`config.mk`:
```
export PLATFORM = sky130hd
export DESIGN_NAME = irq_request_latch
export DESIGN_NICKNAME = d
export VERILOG_FILES = /design/src/rtl/irq_request_latch.sv
export SDC_FILE = /design/constraint.sdc
export NUM_CORES = 1
export LEC_CHECK = 0
export CAP_MARGIN = 20
export CORE_MARGIN = 4
export CORE_UTILIZATION = 43
export DETAILED_ROUTE_END_ITERATION = 8
export GPL_TIMING_DRIVEN = 0
export PLACE_DENSITY_LB_ADDON = 0.3
export SETUP_SLACK_MARGIN = 0.05
export SKIP_LAST_GASP = 1
export SLEW_MARGIN = 5
export SYNTH_ARGS = -nofsm -noshare
export SYNTH_HDL_FRONTEND = slang
export SYNTH_SLANG_ARGS = --single-unit
export TNS_END_PERCENT = 30
```
`constraint.sdc`:
```
create_clock -name clk -period 1.2 [get_ports clk]
set_input_delay 0.24 -clock clk [delete_from_list [all_inputs] [get_ports clk]]
set_output_delay 0.24 -clock clk [all_outputs]
set_load 0.02 [all_outputs]
```
`src/rtl/irq_request_latch.sv`:
```
// irq_request_latch: synchronises eight request lines, latches edge/level requests,
// and hands a frozen masked snapshot to the priority encoder with a valid/ack handshake.
module irq_request_latch #(
    parameter int N           = 8,
    parameter int ID_W        = 3,
    parameter int SYNC_STAGES = 2
) (
    input  logic            clk,
    input  logic            rst_n,
    input  logic [N-1:0]    irq_in,
    input  logic [N-1:0]    edge_mode,
    input  logic [N-1:0]    mask,
    input  logic            ack,
    input  logic [ID_W-1:0] ack_id,
    input  logic            ovf_clr,
    output logic [N-1:0]    pend_o,
    output logic            irq_valid,
    output logic [N-1:0]    ovf_o,
    output logic            ack_err
);
    typedef enum logic [1:0] {IDLE, SERVICE, GAP} state_t;
    state_t state, state_n;
    logic [N-1:0] sync [SYNC_STAGES];
    logic [N-1:0] s_prev, pending, snap, rise, clr;
    logic good_ack;
    assign rise     = sync[SYNC_STAGES-1] & ~s_prev;
    assign good_ack = state == SERVICE && ack && snap[ack_id];
    // only edge-mode lines are cleared by an ack; level lines follow their source
    assign clr      = good_ack ? edge_mode & (N'(1) << ack_id) : '0;
    assign irq_valid = state == SERVICE;
    assign pend_o    = irq_valid ? snap : '0;
    always_ff @(posedge clk) begin
        if (!rst_n) begin
            for (int i = 0; i < SYNC_STAGES; i++) sync[i] <= '0;
            s_prev  <= '0;
            pending <= '0;
            snap    <= '0;
            ovf_o   <= '0;
            ack_err <= 1'b0;
            state   <= IDLE;
        end else begin
            sync[0] <= irq_in;
            for (int i = 1; i < SYNC_STAGES; i++) sync[i] <= sync[i-1];
            s_prev  <= sync[SYNC_STAGES-1];
            pending <= (edge_mode & (rise | (pending & ~clr))) | (~edge_mode & sync[SYNC_STAGES-1]);
            ovf_o   <= (ovf_clr ? '0 : ovf_o) | (edge_mode & rise & pending & ~clr);
            ack_err <= ack && !good_ack;
            state   <= state_n;
            // snapshot tracks while idle and freezes once service begins
            if (state == IDLE) snap <= pending & mask;
        end
    end
    always_comb begin
        state_n = state;
        if (state == IDLE && |(pending & mask)) state_n = SERVICE;
        if (good_ack) state_n = GAP;
        if (state == GAP) state_n = IDLE;
    end
endmodule

```
==> out/metrics.cfg <==
[cts]
cts.clk_slew.worst_paths_ns = 0.09
clock_path_buffers = 2
numCtsBuffers = 5
root_buffer = clkbuf_8
htree_levels = 2
clock_latency_ns = 0.30
cts_tree = yes
cts_sinks = 51
holdBufCountCts = 0

[run]
maxCapViolations = 0

[global_routing]
grtUsageTotal = 0.165
met3_usage = 0.0481
top_usage_layer = met2
grt_pass1_wl_um = 6870
grt_max_degree = 15
antenna_found_initial = 0
grt_use_met2 = 0.268
grt_pass1_vias = 1517
met1_usage = 0.200
overflow = 0

[finish]
finalNonFillerCells = 309
nets = 287
final_layout_size_suffix_gt1_frac = 0.183
final_area_mm2 = 0.00266
utilization = 0.615
n_antenna_cell = 0
synthToLayoutAreaGrowth_pct = 38.8
fill_cells = 390

[synth]
synthFlopType = dfxtp_1
synth.yosys.warnings = 0
syn_inst = 199
ys_seq_area_frac = 0.533
async_flop_share = 0
yosysUniqueCellTypes = 32
synthTopCellsByArea = dfxtp_1 (53%), and2_1 (9.5%), a21boi_1 (4.3%)
synth_most_common_cell = dfxtp_1
ys_ff_latch = 51
synth_edf_count = 0
yosysTopAreaCell = dfxtp_1
synth_top_area_frac = 0.533
syn_area_per_cell_um2 = 9.63
syn-num-nets = 230
ys_top_cells_by_count = dfxtp_1 (51), and2_1 (29), nand2_1 (20)
synth.cell_area_mm2 = 0.00192

[sta]
max-slew-margin-rel = 0.606
tns_ns = -3.90
finalCritPeriodShare = 1.18
tightest_slew_ns = 0.589
finalCriticalPeriod_ns = 1.42
clock.fmax_ghz = 0.703
finalClockSkew_ns = 0.00890
rsz0062_at_grt = true
fin_hold_ws_ns = 0.359
setup_viol = 39
hold_viol = 0
fin_ws_ns = -0.222
slew_viol_final = 0

[placed_design]
dp.cells = 297
place_ws_ns = -0.669
placed_area_mm2 = 0.00245
dp_hpwl_um = 3190
io_buffers = 46
place.gp.congestion = 0.822

[critical_path]
crit_arrival_ns = 1.18
path_delay_family = flip-flops
endpoint_kind = output port
worstPathMaxFanout = 5
start_kind = flop
required_ns = 0.96
crit_type = flop to output port
max_stage_delay_ns = 0.34
cp_cell_sequence = nor2b_4 > buf_8 > and2_4 > buf_6
crit_slowest_cell = dfxtp_2
critPathBufInv = 2

[power_and_ir_drop]
p_leak_nw = 1.06
vdd_drop_max_v = 0.000779
power.total_mw = 3.08
cellPowerDensity_mw_per_mm2 = 1160

[worst_hold_path]
hold_class = input pin to flop

[drt]
routed_via_density = 5.19
dr_total_vias = 1605
ant_nets = 0
initialDrtViolationCount = 94
drc = 0
routed_wl_um = 4430
drtPass1Iterations = 5
wl_per_cell_um = 14.3

[floorplanning]
die_y_um = 74.8
start_util = 0.443
io_pins = 49
fp.dieW_um = 74.8
die-area_mm2 = 0.00559
num_rows = 24
core_area_mm2 = 0.00432

[outcome]
violations = setup timing
status = finished with violations

[state kept, by name, summed over array words and instances, names as in the netlist]
signal,count
sync,16
ovf_o,8
pending,8
s_prev,8
snap,8
state,2
ack_err,1
[cell families after synthesis]
group / synth area share
buffers and inverters: 0.0431
muxes: 0.0222
and+or+nand+nor: 0.212
DFF: 0.533
AOI/OAI and AO/OA: 0.190
[report_power, final]
| group | switching [mW] | internal, mW | total [mW] |
|---|---|---|---|
| Clock | 0.523 | 0.410 | 0.933 |
| Combinational | 0.167 | 0.200 | 0.367 |
| Sequential | 0.0297 | 1.75 | 1.78 |
[placed cells by master (no fill, tap or decap), drive strengths merged]
| master | count |
|---|---|
| dfxtp | 51 |
| and2 | 29 |
| clkdlybuf4s50 | 26 |
| nand2 | 20 |
| buf | 17 |
| a21boi | 15 |
| clkbuf | 13 |
| nand3 | 12 |
| dlygate4sd2 | 11 |
| inv | 9 |
| o21ai | 9 |
| nor2b | 6 |
| a31oi | 6 |
| a32o | 5 |
| nor2 | 4 |
| o31ai | 3 |
| o21a | 3 |
| a21oi | 2 |
| mux2i | 2 |
| a221oi | 2 |
| a22oi | 2 |
| and4b | 1 |
| nand3b | 1 |
| o311ai | 1 |
| and2b | 1 |
| nand4 | 1 |
| mux4 | 1 |
| and3 | 1 |
| a22o | 1 |
| o211a | 1 |
| clkinv | 1 |
[worst paths after layout]
kind,startpoint,endpoint,slack [ns],cells past startpoint
worst max-delay path,state[0],pend_o[1],-0.22,4
worst min-delay path,ack_id[0],pending[7],0.36,4
worst max register to register,state[0],ovf_o[1],-0.19,5
worst min register to register,sync[0][7],sync[0][15],0.44,1
[tightest hold or removal path: cells and delay by family]
family	cells	cell delay (ns)
compound gates	1	0.06
simple gates	2	0.21
buf+inv	1	0.11
[routing by layer]
layer / vias to the layer above / routed length [um]
met5: - / 0
met4: 0 / 74
met3: 7 / 354
met2: 53 / 2060
met1: 742 / 1930
li1: 803 / -
[final cells by class]
cell class                 count  area (um2)  area share
multi-input combinational    129         900       0.338
buffer                        10        65.1      0.0245
clock inverter                 1        5.00     0.00188
tap                           52        65.1      0.0245
inverter                       9        33.8      0.0127
sequential                    51        1030       0.386
timing repair buffer          50         488       0.183
clock buffer                   7        76.3      0.0287
[what timing repair did]
| action | in CTS | in global routing |
|---|---|---|
| cloned | 1 | 0 |
| pin swaps | 3 | 7 |
| endpoints found under the setup margin | 64 | 54 |
| gates resized for setup | 85 | 12 |
| buffers inserted | 2 | 1 |
Note: power is estimated with default switching activity, not from simulation.
==> variant 1 (config.mk and constraints unchanged) <==
Make the reset (`rst_n`) asynchronous in one clocked block.
--- a/src/rtl/irq_request_latch.sv
+++ b/src/rtl/irq_request_latch.sv
@@ -31,3 +31,3 @@
     assign pend_o    = irq_valid ? snap : '0;
-    always_ff @(posedge clk) begin
+    always_ff @(posedge clk or negedge rst_n) begin
         if (!rst_n) begin
Formal check against the unedited RTL: differs if rst_n is asserted again (counterexample within 4 cycles, from zero or initial values and one cycle with rst_n low); with rst_n held inactive, the same outputs for 10 cycles.
==> variant 1 against the original RTL <==
The flow still finishes with violations (setup timing); sequential share of layout area increased by 5.5 points; worst setup slack worse by 0.15 ns; synthesized cell count down 17%; largest cell class unchanged; core utilization increased by 4.5 points; maximum frequency decreased by 9.3%; design area increased by 8.8%; area after synthesis rose by 2.7%; highest routed layer unchanged; sequential cell count stayed put; critical path depth grew 1; wire length fell by 3.0%.
Power is not compared: it rests on default switching activity, and its combinational part moved more than twofold at a synthesized area within 25%.
==> variant 1: results (changes against the original RTL) <==
Max clock buf depth 2 (unchanged); H-tree depth 2 (unchanged); Post-Layout Cell Count 284 (was 309); first-pass GRT wire length 6800 um (was 6870 um); Total GRT Usage 16.3% (was 16.5%); placed inst area 2610 um2 (was 2450 um2); gpl congestion 0.826 (was 0.822); critical path peak fanout 4 (was 5); mux cell area share after synthesis 2.10% (was 2.22%); largest register by flop count sync (unchanged); Worst-path clk slew 0.09 ns (about the same); max reg flops 16 (unchanged); Synth Area in XOR/XNOR 0% (unchanged); Placed Cells 265 (was 297); Cells after Synth 165 (was 199); Remaining Overflow, GRT 0 (unchanged); pre-CTS WS -0.804 ns (was -0.669 ns); FILL cells 327 (was 390); CTS buffer count 5 (unchanged); post-synthesis adder-cell area fraction 0% (unchanged); clock skew 0.00422 ns (was 0.00890 ns); failing checks setup timing (unchanged); Tightest Pin Transition 0.472 ns (was 0.589 ns); total negative slack -10.98 ns (was -3.90 ns); overall routed net length 4300 um (was 4430 um); CTS root buffer clkbuf_8 (unchanged); layout cells sized above 1 25.9% (was 18.3%); Clk Latency, worst-skew pair 0.30 ns (about the same); Lkg Pwr around 0.0013 uW; sequential share of the synthesized area 64.8% (was 53.3%); initial antenna violation count 0 (unchanged); Synth Area in Compound Gates 13.5% (was 19.0%); post-synthesis cell type count 34 (was 32); crit path DAT 1.76 ns (was 1.18 ns); Layout Nets 262 (was 287); vias in the first global route 1,487 (was 1,517); Final Setup Violations 45 (was 39); HP Class in2reg (unchanged); CP delay by family, top compound AO/OA/AOI/OAI gates (was flip-flops); critical path's largest stage delay 0.42 ns (was 0.34 ns); largest net degree at the start of global routing 37 (was 15); critical path's slowest cell dfrtp_1 (was dfxtp_2); Yosys Warn Count 0 (unchanged); post-DP HPWL 3050 um (was 3190 um); port bufs 47 (was 46); First DRT Iteration DRCs 80 (was 94); TritonRoute pass-1 iters 4 (was 5); Post-synth top cells dfrtp_1 (51), nand2_1 (34), and2_1 (9), inv_1 (9), o21ai_0 (8) (was dfxtp_1 (51), and2_1 (29), nand2_1 (20)); via density per instance 5.11 (was 5.19); Post-Syn Nets 196 (was 230); Ant. Diodes 0 (unchanged); status finished, violations left (unchanged); Setup WS post-layout -0.368 ns (was -0.222 ns); maximum VDD drop 856 uV; largest cells by area after synthesis dfrtp_1 (65%), nand2_1 (6.5%), a32o_1 (3.6%) (was dfxtp_1 (53%), and2_1 (9.5%), a21boi_1 (4.3%)); share of synthesized registers carrying an async set or reset 100% (was 0%)
variant 1: cell types whose count changed after synthesis, moves of 8 or more:
cell / change
dfrtp_1: +51
dfxtp_1: -51
and2_1: -20
nand2_1: +14
a21boi_1: -11
nand3_1: -8
variant 1: worst reg2reg max path, delay by kind of cell (launching register included):
family                 cells  cell delay, ns
buffers and inverters      1            0.14
AND/OR/NAND/NOR            2            0.44
AO/OA/AOI/OAI              2            0.46
flip-flops                 1            0.42
variant 1: path summary, 6_finish.rpt:
path	end	cells past startpoint	from	slack, ns
setup / recovery	pending[1]	5	state[1]	-0.37
hold / removal	pending[3]	3	ack_id[1]	0.35
setup reg to reg	pending[1]	5	state[1]	-0.37
hold reg to reg	sync[3]	0	sync[11]	0.35
max in group asynchronous	state[0]	3	rst_n	0.29
min in group asynchronous	sync[10]	2	rst_n	0.39
variant 1: power by group:
group / switching, uW / internal (uW)
combinational: 878 / 1050
clock: 527 / 527
sequential: 171 / 1940
variant 1: cell type report:
type	instances	area, um2	area share [%]
Timing Repair Buffer	60	589	20.4
Buffer	4	53.8	1.86
Tap cell	52	65.1	2.25
Sequential cell	51	1280	44.1
Clock buffer	8	100	3.46
Inverter	9	33.8	1.17
Multi-Input combinational cell	100	774	26.8
variant 1: what timing repair did:
action | CTS | global route
pin swaps | 1 | 5
gates cloned | 0 | 2
setup endpoints to repair | 45 | 45
hold endpoints to repair | 15 | 0
hold buffers | 1 | 0
gates resized for setup | 50 | 39
setup buffers | 7 | 2
variant 1: cell families after synthesis:
family	count (synthesis)
buf+inv	14
simple gates	62
flops	51
compound gates	34
mux	4
variant 1: routing by layer:
metal	track usage, %	vias up	part of all wire [%]
li1	-	709	-
met3	4.49	8	4.2
met1	20.7	703	43
met2	25.7	32	50
met5	0	-	0
met4	8.16	0	2.2
==> variant 2 (same flow settings) <==
Made on the original files. Change the parameter `N` from 8 to 16.
--- a/src/rtl/irq_request_latch.sv
+++ b/src/rtl/irq_request_latch.sv
@@ -3,3 +3,3 @@
 module irq_request_latch #(
-    parameter int N           = 8,
+    parameter int N           = 16,
     parameter int ID_W        = 3,
Interface: changed (5 resized); port bits go from 49 to 89. The function was not compared with the original's and may differ.
==> variant 2 against the original RTL <==
The run still ends with setup timing left; global-route usage grew 0.65 points; via count grew 75%; design area grew 81%; worst setup slack lost 0.12 ns; total power grew 100%; area after synthesis grew 80%; wire length grew 86%; sequential cell count grew 48; critical endpoint is now pending[5].
==> variant 2: results (changes against the original RTL) <==
status finished, violations left (unchanged); overall routed net length 8220 um (was 4430 um); clock skew 0.00700 ns (was 0.00890 ns); vias in the first global route 2,703 (was 1,517); first-pass GRT wire length 13,000 um (was 6870 um); Final Setup Violations 67 (was 39); failing checks setup timing (unchanged); Post-synth top cells dfxtp_1 (99), and2_1 (57), nand2_1 (49) (was dfxtp_1 (51), and2_1 (29), nand2_1 (20)); Clk Latency, worst-skew pair 0.36 ns (was 0.30 ns); pre-CTS WS -0.849 ns (was -0.669 ns); sequential share of the synthesized area 57.5% (was 53.3%); gpl congestion 0.884 (was 0.822); crit path DAT 1.80 ns (was 1.18 ns); max reg flops 32 (was 16); Total GRT Usage 17.1% (was 16.5%); layout cells sized above 1 18.8% (was 18.3%); total negative slack -12.70 ns (was -3.90 ns); placed inst area 4490 um2 (was 2450 um2); Design Area, Final 4820 um2 (was 2660 um2); largest net degree at the start of global routing 18 (was 15); First DRT Iteration DRCs 150 (was 94); maximum VDD drop 664 uV (was 779 uV); H-tree depth 3 (was 2); Setup WS post-layout -0.342 ns (was -0.222 ns); CTS buffer count 9 (was 5); port bufs 86 (was 46); Post-Syn Nets 422 (was 230); initial antenna violation count 0 (unchanged); Layout Nets 524 (was 287); critical path peak fanout 8 (was 5); post-synthesis cell type count 34 (was 32); TritonRoute pass-1 iters 4 (was 5)
variant 2: path summary, 6_finish.rpt:
kind              start     endpoint  cells after the start  slack, ns
max            state[1]   pending[5]                      6      -0.34
min reg2reg  sync[0][1]  sync[0][17]                      1       0.44
max reg2reg    state[1]   pending[5]                      6      -0.34
min           ack_id[0]   pending[2]                      3       0.25
variant 2: metrics by stage:
step	instances	hold slack, ns
2_1_floorplan	367	0.352
3_3_place_gp	555	0.415
3_5_place_dp	555	0.417
4_1_cts	573	0.230
5_1_grt	576	0.268
6_report	576	0.245
variant 2: cell families (layout without fill, tap and decap cells):
family | Yosys count | after routing | share of synthesized area (%)
AO/OA/AOI/OAI | 64 | 64 | 12.8
buffers and inverters | 28 | 135 | 3.31
flip-flops | 99 | 99 | 57.5
multiplexers | 2 | 2 | 1.31
AND/OR/NAND/NOR | 174 | 174 | 25.1
variant 2: worst max-delay path, stage by stage (launching register included):
cell and delay (ns):
dfxtp_4 0.38, nor2b_4 0.16, buf_6 0.15, buf_12 0.10
nand4_4 0.17, nand3b_1 0.26, a41o_1 0.23
variant 2: final cells by class:
type                       count  share of cell area [%]
buffer                        15                    2.34
clock buffer                   9                    2.57
clock inverter                 7                    1.58
inverter                      12                   0.935
multi-input combinational    240                    30.3
sequential                    99                    41.3
tap                          102                    2.65
timing repair buffer          92                    18.3
variant 2: routing by layer:
layer | GRT usage [%] | share of wire [%] | up-vias
li1 | - | - | 1429
met4 | 8.73 | 2.7 | 0
met5 | 0 | 0 | -
met1 | 20.2 | 42 | 1280
met3 | 5.53 | 7.0 | 15
met2 | 27.8 | 48 | 90
variant 2: report_power, final:
group | total [uW] | leakage [uW] | switching, uW | internal [uW]
clock | 2110 | 0.0000962 | 1130 | 977
sequential | 3430 | 0.000811 | 48.9 | 3380
combinational | 670 | 0.00112 | 308 | 363
total | 6220 | 0.00203 | 1490 | 4720
variant 2: timing repair:
| action | in CTS | in global routing |
|---|---|---|
| resized for setup | 95 | 66 |
| pin swaps | 5 | 5 |
| gates cloned | 0 | 0 |
| setup endpoints to repair | 79 | 87 |
| endpoints found under the hold margin | 0 | 0 |
| setup buffers | 2 | 4 |
